### src/rtl/mealy_seq_detector.sv
// Parametrised Mealy sequence detector with runtime-loadable pattern,
// overlapping/non-overlapping restart and a saturating match counter.
module mealy_seq_detector #(
  parameter int               PAT_W   = 4,
  parameter logic [PAT_W-1:0] PATTERN = 4'b1011,
  parameter int               CNT_W   = 8
) (
  input  logic             clk,
  input  logic             reset,
  input  logic             in_valid,
  input  logic             in_bit,
  input  logic             overlap,
  input  logic             pat_load,
  input  logic [PAT_W-1:0] pat_in,
  input  logic             count_clr,
  output logic             out,
  output logic [CNT_W-1:0] match_count,
  output logic             count_sat
);

  localparam int KW = $clog2(PAT_W);
  typedef logic [KW-1:0] k_t;

  localparam k_t               K_ZERO   = {KW{1'b0}};
  localparam k_t               K_LAST   = k_t'(PAT_W - 1);
  localparam logic [PAT_W-1:0] P_ONES   = {PAT_W{1'b1}};
  localparam logic [PAT_W-1:0] P_ZERO   = {PAT_W{1'b0}};
  localparam logic [PAT_W-2:0] H_ZERO   = {(PAT_W-1){1'b0}};
  localparam logic [CNT_W-1:0] CNT_ZERO = {CNT_W{1'b0}};
  localparam logic [CNT_W-1:0] CNT_ONES = {CNT_W{1'b1}};
  localparam logic [CNT_W-1:0] CNT_ONE  = {{(CNT_W-1){1'b0}}, 1'b1};

  k_t               k_q, k_d;
  logic [PAT_W-2:0] hist_q, hist_d;
  logic [PAT_W-1:0] pat_q, pat_d;
  logic [CNT_W-1:0] cnt_q, cnt_d;

  logic             accept_s;
  logic             match_s;
  logic [PAT_W-1:0] cand_s;
  k_t               fall_s;

  // Newest bit sits at cand_s[0]; only the last k+1 bits belong to the current search.
  assign cand_s   = {hist_q, in_bit};
  assign accept_s = in_valid & ~pat_load;
  assign match_s  = accept_s & (k_q == K_LAST) & (in_bit == pat_q[0]);

  assign out         = match_s & ~reset;
  assign match_count = cnt_q;
  assign count_sat   = (cnt_q == CNT_ONES);

  // Longest pattern prefix (len <= k+1, < PAT_W) equal to the candidate suffix;
  // on a full match this is the pattern's longest proper border.
  always_comb begin
    fall_s = K_ZERO;
    for (int len = 1; len < PAT_W; len++) begin
      if ((len <= int'(k_q) + 1) &&
          (((cand_s ^ (pat_q >> (PAT_W - len))) & (P_ONES >> (PAT_W - len))) == P_ZERO)) begin
        fall_s = k_t'(len);
      end else begin
        fall_s = fall_s;
      end
    end
  end

  // Next-state for search state, pattern register and match counter.
  always_comb begin
    k_d    = k_q;
    hist_d = hist_q;
    pat_d  = pat_q;
    cnt_d  = cnt_q;

    if (pat_load) begin
      pat_d  = pat_in;
      k_d    = K_ZERO;
      hist_d = H_ZERO;
    end else if (in_valid) begin
      hist_d = cand_s[PAT_W-2:0];
      if (match_s) begin
        k_d = overlap ? fall_s : K_ZERO;
      end else begin
        k_d = fall_s;
      end
    end else begin
      k_d = k_q;
    end

    if (count_clr) begin
      cnt_d = CNT_ZERO;
    end else if (match_s && (cnt_q != CNT_ONES)) begin
      cnt_d = cnt_q + CNT_ONE;
    end else begin
      cnt_d = cnt_q;
    end
  end

  // State registers; reset also restores the power-on pattern.
  always_ff @(posedge clk or posedge reset) begin
    if (reset) begin
      k_q    <= K_ZERO;
      hist_q <= H_ZERO;
      pat_q  <= PATTERN;
      cnt_q  <= CNT_ZERO;
    end else begin
      k_q    <= k_d;
      hist_q <= hist_d;
      pat_q  <= pat_d;
      cnt_q  <= cnt_d;
    end
  end

endmodule

### config.mk
export PLATFORM = sky130hd
export DESIGN_NAME = mealy_seq_detector
export DESIGN_NICKNAME = d
export VERILOG_FILES = /design/src/rtl/mealy_seq_detector.sv
export SDC_FILE = /design/constraint.sdc
export NUM_CORES = 1
export LEC_CHECK = 0
export ABC_AREA = 1
export CORE_ASPECT_RATIO = 0.8
export CORE_MARGIN = 2
export CORE_UTILIZATION = 40
export CTS_CLUSTER_DIAMETER = 30
export DETAILED_ROUTE_END_ITERATION = 8
export GPL_TIMING_DRIVEN = 0
export PLACE_DENSITY_LB_ADDON = 0.12
export SLEW_MARGIN = 20
export SYNTH_ARGS = -nofsm -noshare
export SYNTH_HDL_FRONTEND = slang
export SYNTH_SLANG_ARGS = --single-unit
### constraint.sdc
create_clock -name clk -period 1.9 [get_ports clk]
set_input_delay 0.19 -clock clk [delete_from_list [all_inputs] [get_ports clk]]
set_output_delay 0.19 -clock clk [all_outputs]
set_load 0.02 [all_outputs]
# Yosys cells after proc, flatten, opt, wreduce, memory -nomap -nowiden
# Cells that the tools add are included.
dict set report op_classes {
  n_addsub 2
  order_cmp 3
  eq_ne 4
  mux 11
  n_bitwise 9
  n_reduce_logical 9
}
# operator count
set op_table {}
lappend op_table {{$le 2x32->1 const A} 1}
lappend op_table {{$le 3x32->1 const A} 1}
lappend op_table {{$mux 2} 8}
lappend op_table {{$mux 8} 2}
lappend op_table {{$logic_not 4->1} 3}
lappend op_table {{$add 8x1->8 const B} 1}
lappend op_table {{$eq 8x8->1 const B} 1}
lappend op_table {{$ne 8x8->1 const B} 1}
lappend op_table {{$and 1x1->1} 4}
lappend op_table {{$logic_and 1x1->1} 4}
lappend op_table {{$reduce_bool 2->1} 2}
lappend op_table {{$add 2x1->3 const B} 1}
lappend op_table {{$le 2x3->1 const A} 1}
lappend op_table {{$xor 3x3->3} 1}
lappend op_table {{$eq 2x2->1 const B} 1}
lappend op_table {{$not 1->1} 2}
lappend op_table {{$xor 2x2->2} 1}
lappend op_table {{$eq 1x1->1} 1}
lappend op_table {{$mux 1} 1}
lappend op_table {{$xor 1x1->1} 1}
dict set report word_totals {
  reg_bits 16
  inputBits 11
}

# Longest topological paths before layout
# Gate-level depths: netlist of the first run.
dict set report logic_depth {
  word_depth 10
  ltp_mapped 9
  depth_no_buf 9
}

# Worst setup path after synthesis of the first run
# No wires, ideal clock.
dict set report synth_timing {
  path_type {flip-flop to flip-flop}
  start {reg cnt_q[1] (netlist: match_count[1])}
  end {reg cnt_q[6] (netlist: match_count[6])}
  setup_ns 0.118
  t_arrival_ns 1.475
  slack_ns 0.307
  path_stages_with_launch 7
  path_buffers 0
  synth_period_minus_slack_ns 1.593
  cell_sequence {dfrtp_1 ha_1 nand2_1 nor3_2 nor2_2 nand3_1 nand2_1}
}
dict set report synth_via {
  elab_chain_cells 3
  word_cells_on_any_way 6
  classes_between {add/sub (1); eq/ne (1); mux (2); reduce/logical (2)}
}
# element line_no
set synth_rtl {}
lappend synth_rtl {{start, declared} 36} ;# logic [CNT_W-1:0] cnt_q, cnt_d;
lappend synth_rtl {{start signal, assigned} 108} ;# cnt_q <= cnt_d;
lappend synth_rtl {{$add 8x1->8 or $ne 8x8->1 (tied branches)} {91, 90}}
lappend synth_rtl {{$mux 8 or $logic_and 1x1->1 (tied branches)} 90} ;# end else if (match_s && (cnt_q != CNT_ONES)) begin
lappend synth_rtl {{$mux 8 or $reduce_bool 2->1 (tied branches)} -}
# Parallel ways exist; a longest one is shown, timed or not. The select of a mux whose other input is x is not followed.
# A chain may end at the register's enable or synchronous reset.

# Worst setup path after layout of the first run
dict set report layout_timing {
  start {reg pat_q[0]}
  end {out out}
}
dict set report layout_via {
  elab_chain_cells 3
}
# element line_no
set layout_rtl {}
lappend layout_rtl {{start, declared} 35} ;# logic [PAT_W-1:0] pat_q, pat_d;
lappend layout_rtl {{start signal, assigned} 107} ;# pat_q <= pat_d;
lappend layout_rtl {{$eq 1x1->1} 46} ;# assign match_s = accept_s & (k_q == K_LAST) & (in_bit == pat_q[0]);
lappend layout_rtl {{$and 1x1->1} 46}
lappend layout_rtl {{$and 1x1->1} 48} ;# assign out = match_s & ~reset;
lappend layout_rtl {{end, declared} 16} ;# output logic out,
# No other way between the ends.

==> out/summary.txt, run 1 <==
status - completed
First-pass DRT Iterations - 4
slew at the pin closest to its max-slew limit - 0.592 ns
CP Max Fanout - 2
Internal - 476 uW
most frequent cells in the layout - 53 x nand2_1, 21 x nor2_1, 17 x nand3_1, 17 x clkdlybuf4s50_1, 13 x inv_1
Reg clk slew, reported paths - 0.08 ns
Comb power frac - 0.136
die area - 0.00295 mm^2
Filler Cells Inserted - 252
Crit. End Element - primary output
Mapped Area - 0.00101 mm^2
multi-input logic area - 526 um^2
Area Growth Syn to Fin - 25.3%
MaxCap Viol Count - 0
Die Span Y - 49.0 um
Die Wd - 60.3 um
most common library cell in the layout ignoring fill and taps - nand2_1
wire per inst - 10.4 um
Via density - 4.62
Ys Warns - 0
first-pass GRT wire length - 3670 um
CORE AREA - 0.00242 mm^2
net switching power - 161 uW
VDD IR-drop max - 0.000452 V
root buffer cell - clkbuf_4
Max Clock Freq - 570 MHz
setup bufs post-CTS - 0
Final Critical Period - 1.75 ns
Seq/Total Area, Yosys - 0.399
crit share post-route - 0.923
CTS tree - yes
PortBufs - 19
WP data required - 1.71 ns
post-synthesis cell count - 149
Power Density - 501 mW/mm^2
Final Util - 0.524
1st-iter DRT viols - 29
kind of start point of the critical path - register
Yosys reg bits - 16
Sequential Power Share - 0.577
Hold Vio Cnt, Final - 0
post-DP HPWL - 1680 um
setup total negative slack - 0 ns
grt total ovfl - 0
leakage power - 0.000622 uW
H-tree depth reported by CTS - 1
row count - 16
total number of vias - 961
min-delay worst type - in2reg
drt drc - 0
relative slew slack - 0.605
final net count - 185
Skew-Pair Late Insertion Delay - 0.29 ns
initial antenna violation count - 0
io pins - 21
Clock Power Share - 0.287
Total Routed Length - 2160 um
Switching Fraction - 0.253
Seq. cell area - 405 um^2
Post-Route Skew - 0.0187 ns
CTS Buffer Depth - 2
library cells used by synthesis - 23
max-slew violation count - 0
Synth Area per Inst - 6.80 um^2
vias in the first global route - 847
clock net sink count - 16
critical path type - reg2out
syn nets - 161
# diodes - 0
largest net degree at the start of global routing - 17
share of cells above drive strength 1 - 0.128
arrival time at the worst endpoint - 1.56 ns
Post-CTS Hold Fix Bufs - 0
post-route ant nets - 0
GP Congestion - 0.799
CTS buffer count - 3
Initial Util - 0.418
gr usage total - 0.167
RSZ-0062 raised after global routing - no
# setup viols final - 0
==> worst paths after layout <==
check / start / endpoint / slack [ns] / cells after the start
min in group asynchronous: reset / k_q[1] / 0.29 / 2
max reg2reg: match_count[0] / match_count[3] / 0.44 / 8
max: pat_q[0] / out / 0.15 / 7
min reg2reg: pat_q[1] / pat_q[1] / 0.51 / 2
max in group asynchronous: reset / match_count[0] / 1.19 / 2
min: pat_load / pat_q[1] / 0.12 / 2
==> cell families after synthesis <==
| group | Yosys count | share of synthesized area |
|---|---|---|
| AO/OA/AOI/OAI | 7 | 0.0346 |
| XOR/XNOR | 3 | 0.0259 |
| AND/OR/NAND/NOR | 102 | 0.446 |
| flip-flops | 16 | 0.399 |
| buffers and inverters | 20 | 0.0827 |
| adder cells (fa/ha/maj) | 1 | 0.0123 |
==> per-layer routing <==
layer,GRT usage,up-vias,share of wire
met5,0,-,0
met4,0.0333,0,0.0069
met3,0.0557,2,0.061
met2,0.239,25,0.41
met1,0.244,426,0.52
li1,-,508,-
==> flip-flops by register name (all words and copies together) (netlist names) <==
name / count
pat_q: 4
match_count: 8
k_q: 2
hist_q: 2
==> power by group through the flow <==
stage	Clock (uW)	Combinational, uW	Sequential (uW)
detailed placement	0	87.2	374
CTS	196	87.5	367
floorplan	0	53.8	371
finish	183	86.7	367
global placement	0	85.5	373
global route	219	97.7	369
==> what timing repair did <==
item | in CTS | in global routing
cloned | 0 | 0
endpoints found under the setup margin | 2 | 1
resized for setup | 3 | 2
==> Yosys cell counts (all sizes together) <==
library cell  count  area (um^2)
xor2              2         17.5
xnor2             1         8.76
nor2             24          103
nand2            56          228
nor3              3         20.0
dfstp             3         78.8
dfrtp            13          325
inv              17         63.8
o21ai             7         35.0
clkinv            1         3.75
nand4             1         6.26
buf               2         16.3
ha                1         12.5
nand3            18         95.1
==> worst max-delay path, cell delays in order (launching register included) <==
cell and delay [ns]:
dfstp_2 0.54, inv_1 0.05, nand2_1 0.05, nand2_1 0.10
clkinv_1 0.07, nand2_1 0.07, nor2_1 0.08, dlygate4sd2_1 0.33
==> metrics by stage <==
step	power, uW	instance area [um^2]	instances	setup WS (ns)	hold WS [ns]
3_5_place_dp	461	1250	204	-0.121	0.412
2_1_floorplan	425	1010	149	0.307	0.102
4_1_cts	651	1270	208	0.00577	0.108
5_1_grt	686	1270	208	0.0230	0.0988
3_3_place_gp	458	1250	204	-0.105	0.402
6_report	637	1270	208	0.147	0.122
==> final cells by class <==
type | instances | share of cell area
flip-flops and latches | 16 | 0.319
well taps | 36 | 0.0355
multi-input cells | 113 | 0.414
repair buffers | 19 | 0.145
plain buffers | 2 | 0.0128
inverters | 18 | 0.0532
clock buffers | 4 | 0.0207
No activity file was read; power rests on OpenSTA's default activity.
==> inputs of run 2 (changes only) <==
--- a/config.mk
+++ b/config.mk
@@ -6,12 +6,12 @@
 export NUM_CORES = 1
 export LEC_CHECK = 0
 export ABC_AREA = 1
+export ABC_CLOCK_PERIOD_IN_PS = 1900
 export CORE_ASPECT_RATIO = 0.8
 export CORE_MARGIN = 2
 export CORE_UTILIZATION = 40
 export CTS_CLUSTER_DIAMETER = 30
 export DETAILED_ROUTE_END_ITERATION = 8
-export GPL_TIMING_DRIVEN = 0
 export PLACE_DENSITY_LB_ADDON = 0.12
 export SLEW_MARGIN = 20
 export SYNTH_ARGS = -nofsm -noshare
==> run 2 against run 1 <==
Compared with the run above:
- sequential power barely moved
- critical path depth shrank 3
- cell count up 3.8%
- maximum frequency fell by 0.96%
- utilization up 3.0 points
- global-route usage fell by 0.18 points
- first-iteration DRC count up 6.9%
- critical endpoint is now count_sat
- highest routed layer is now met3
==> out/summary.txt, run 2 (synthesis results as in run 1) <==
share of cells above drive strength 1 - 0.156
row count - 16
Final Critical Period - 1.77 ns
clock net sink count - 16
Total Routed Length - 2240 um
GP Congestion - 0.863
Critical R2R Capture - match_count[7]
drt drc - 0
# setup viols final - 0
CTS tree - yes
Post-Route Skew - 0.00412 ns
Reg clk slew, reported paths - 0.09 ns
VDD IR-drop max - 0.000272 V
R2R Path Start - match_count[0]
CP bufs+invs - 1
Via density - 4.50
Max Clock Freq - 565 MHz
H-tree depth reported by CTS - 1
Initial Util - 0.418
io pins - 21
Area Growth Syn to Fin - 32.6%
root buffer cell - clkbuf_4
hold_ws - 0.309 ns
Die Span Y - 49.0 um
PortBufs - 20
1st-iter DRT viols - 31
WP data required - 1.71 ns
final net count - 193
arrival time at the worst endpoint - 1.58 ns
First-pass DRT Iterations - 4
largest net degree at the start of global routing - 17
leakage power - 0.000671 uW
Worst path slowest cell - dfrtp_1
CTS Buffer Depth - 2
most frequent cells in the layout - 53 x nand2_1, 21 x nor2_1, 18 x clkdlybuf4s50_1
critical path type - reg2out
CTS buffer count - 3
CORE AREA - 0.00242 mm^2
CP Max Fanout - 5
R2R cell count - 9
Hold Vio Cnt, Final - 0
status - completed
CP top delay family - flip-flops
crit share post-route - 0.932
Power Density - 513 mW/mm^2
grt total ovfl - 0
kind of start point of the critical path - register
MaxCap Viol Count - 0
most common library cell in the layout ignoring fill and taps - nand2_1
Skew-Pair Late Insertion Delay - 0.29 ns
CP peak stage delay - 0.43 ns
post-route ant nets - 0
max-slew violation count - 0
CP Cell Sequence - ha_1, nand2_1, nor3_2, dlygate4sd2_1
min-delay worst type - in2async
vias in the first global route - 799
Reg2Reg Setup Slack - 0.39 ns
first-pass GRT wire length - 3640 um
Crit. End Element - primary output
post-DP HPWL - 1730 um
slew at the pin closest to its max-slew limit - 0.635 ns
max reg flops - 8
Die Wd - 60.3 um
wire per inst - 10.4 um
setup bufs post-CTS - 0
die area - 0.00295 mm^2
initial antenna violation count - 0
relative slew slack - 0.576
RSZ-0062 raised after global routing - no
setup total negative slack - 0 ns
# diodes - 0
gr usage total - 0.165
total number of vias - 971
run 2: cell types whose count changed in the layout (fill, tap and decap cells not counted):
cell,delta
buf_6,-1
clkdlybuf4s50_1,+1
clkbuf_1,-1
dfrtp_1,+1
dlygate4sd2_1,+1
clkbuf_2,-1
clkbuf_8,+1
dfrtp_2,-1
buf_4,+9
buf_2,-1
run 2: area by class of cell:
class	instances	area, um^2
fill	246	1080
multi-input combinational	113	526
sequential	16	404
timing repair buffer	29	265
inverter	18	67.6
tap	36	45.0
clock buffer	4	36.3
run 2: worst max-delay path by stage:
stage,from,slack [ns],end,depth (start not counted)
3_5_place_dp,in_bit,0.02,out,8
6_report,match_count[0],0.13,count_sat,4
2_1_floorplan,match_count[1],0.31,match_count[6],6
3_3_place_gp,in_bit,0.04,out,8
4_1_cts,match_count[0],0.09,count_sat,4
5_1_grt,match_count[0],0.02,count_sat,4
run 2: routing by layer:
| layer | up-vias | track usage | share of wire |
|---|---|---|---|
| met3 | 0 | 0.0610 | 0.081 |
| met2 | 34 | 0.194 | 0.37 |
| met4 | 0 | 0.0333 | 0 |
| met1 | 414 | 0.276 | 0.55 |
| li1 | 523 | - | - |
| met5 | - | 0 | 0 |
run 2: power by group:
group / internal (uW) / switching (uW) / total, uW
sequential: 357 / 10.2 / 367
clock: 117 / 110 / 227
combinational: 44.8 / 51.1 / 95.9
run 2: metrics by stage:
stage,area (um^2),worst slack (ns),util,cells,power [uW]
after detailed placement,1310,0.0225,0.541,212,470
after global routing,1340,0.0224,0.555,216,731
after floorplan,1010,0.307,-,149,425
final,1340,0.130,0.555,216,689
after CTS,1340,0.0936,0.555,216,707
after global placement,1310,0.0390,0.541,212,468
run 2: worst reg2reg max path, stage by stage (launching register included):
cell and delay [ns]:
dfrtp_1 0.43, ha_1 0.19, nand2_1 0.09, buf_4 0.16, nor2_4 0.11, nand2_2 0.07
nand2_4 0.14, nand2_4 0.08, nand2_1 0.09, nand2_1 0.04
run 2: repair_timing:
action / in CTS / in global routing
hold endpoints to repair: 0 / 0
endpoints found under the setup margin: 2 / 0
hold buffers: 0 / 0
gates resized for setup: 2 / 0
==> inputs of run 3 (changes only) <==
--- a/config.mk
+++ b/config.mk
@@ -13,7 +13,6 @@
 export CTS_CLUSTER_DIAMETER = 30
 export DETAILED_ROUTE_END_ITERATION = 8
 export PLACE_DENSITY_LB_ADDON = 0.12
-export SLEW_MARGIN = 20
 export SYNTH_ARGS = -nofsm -noshare
 export SYNTH_HDL_FRONTEND = slang
 export SYNTH_SLANG_ARGS = --single-unit
==> results of run 3 <==
Final layout, timing and power as in run 2 (identical DEF).
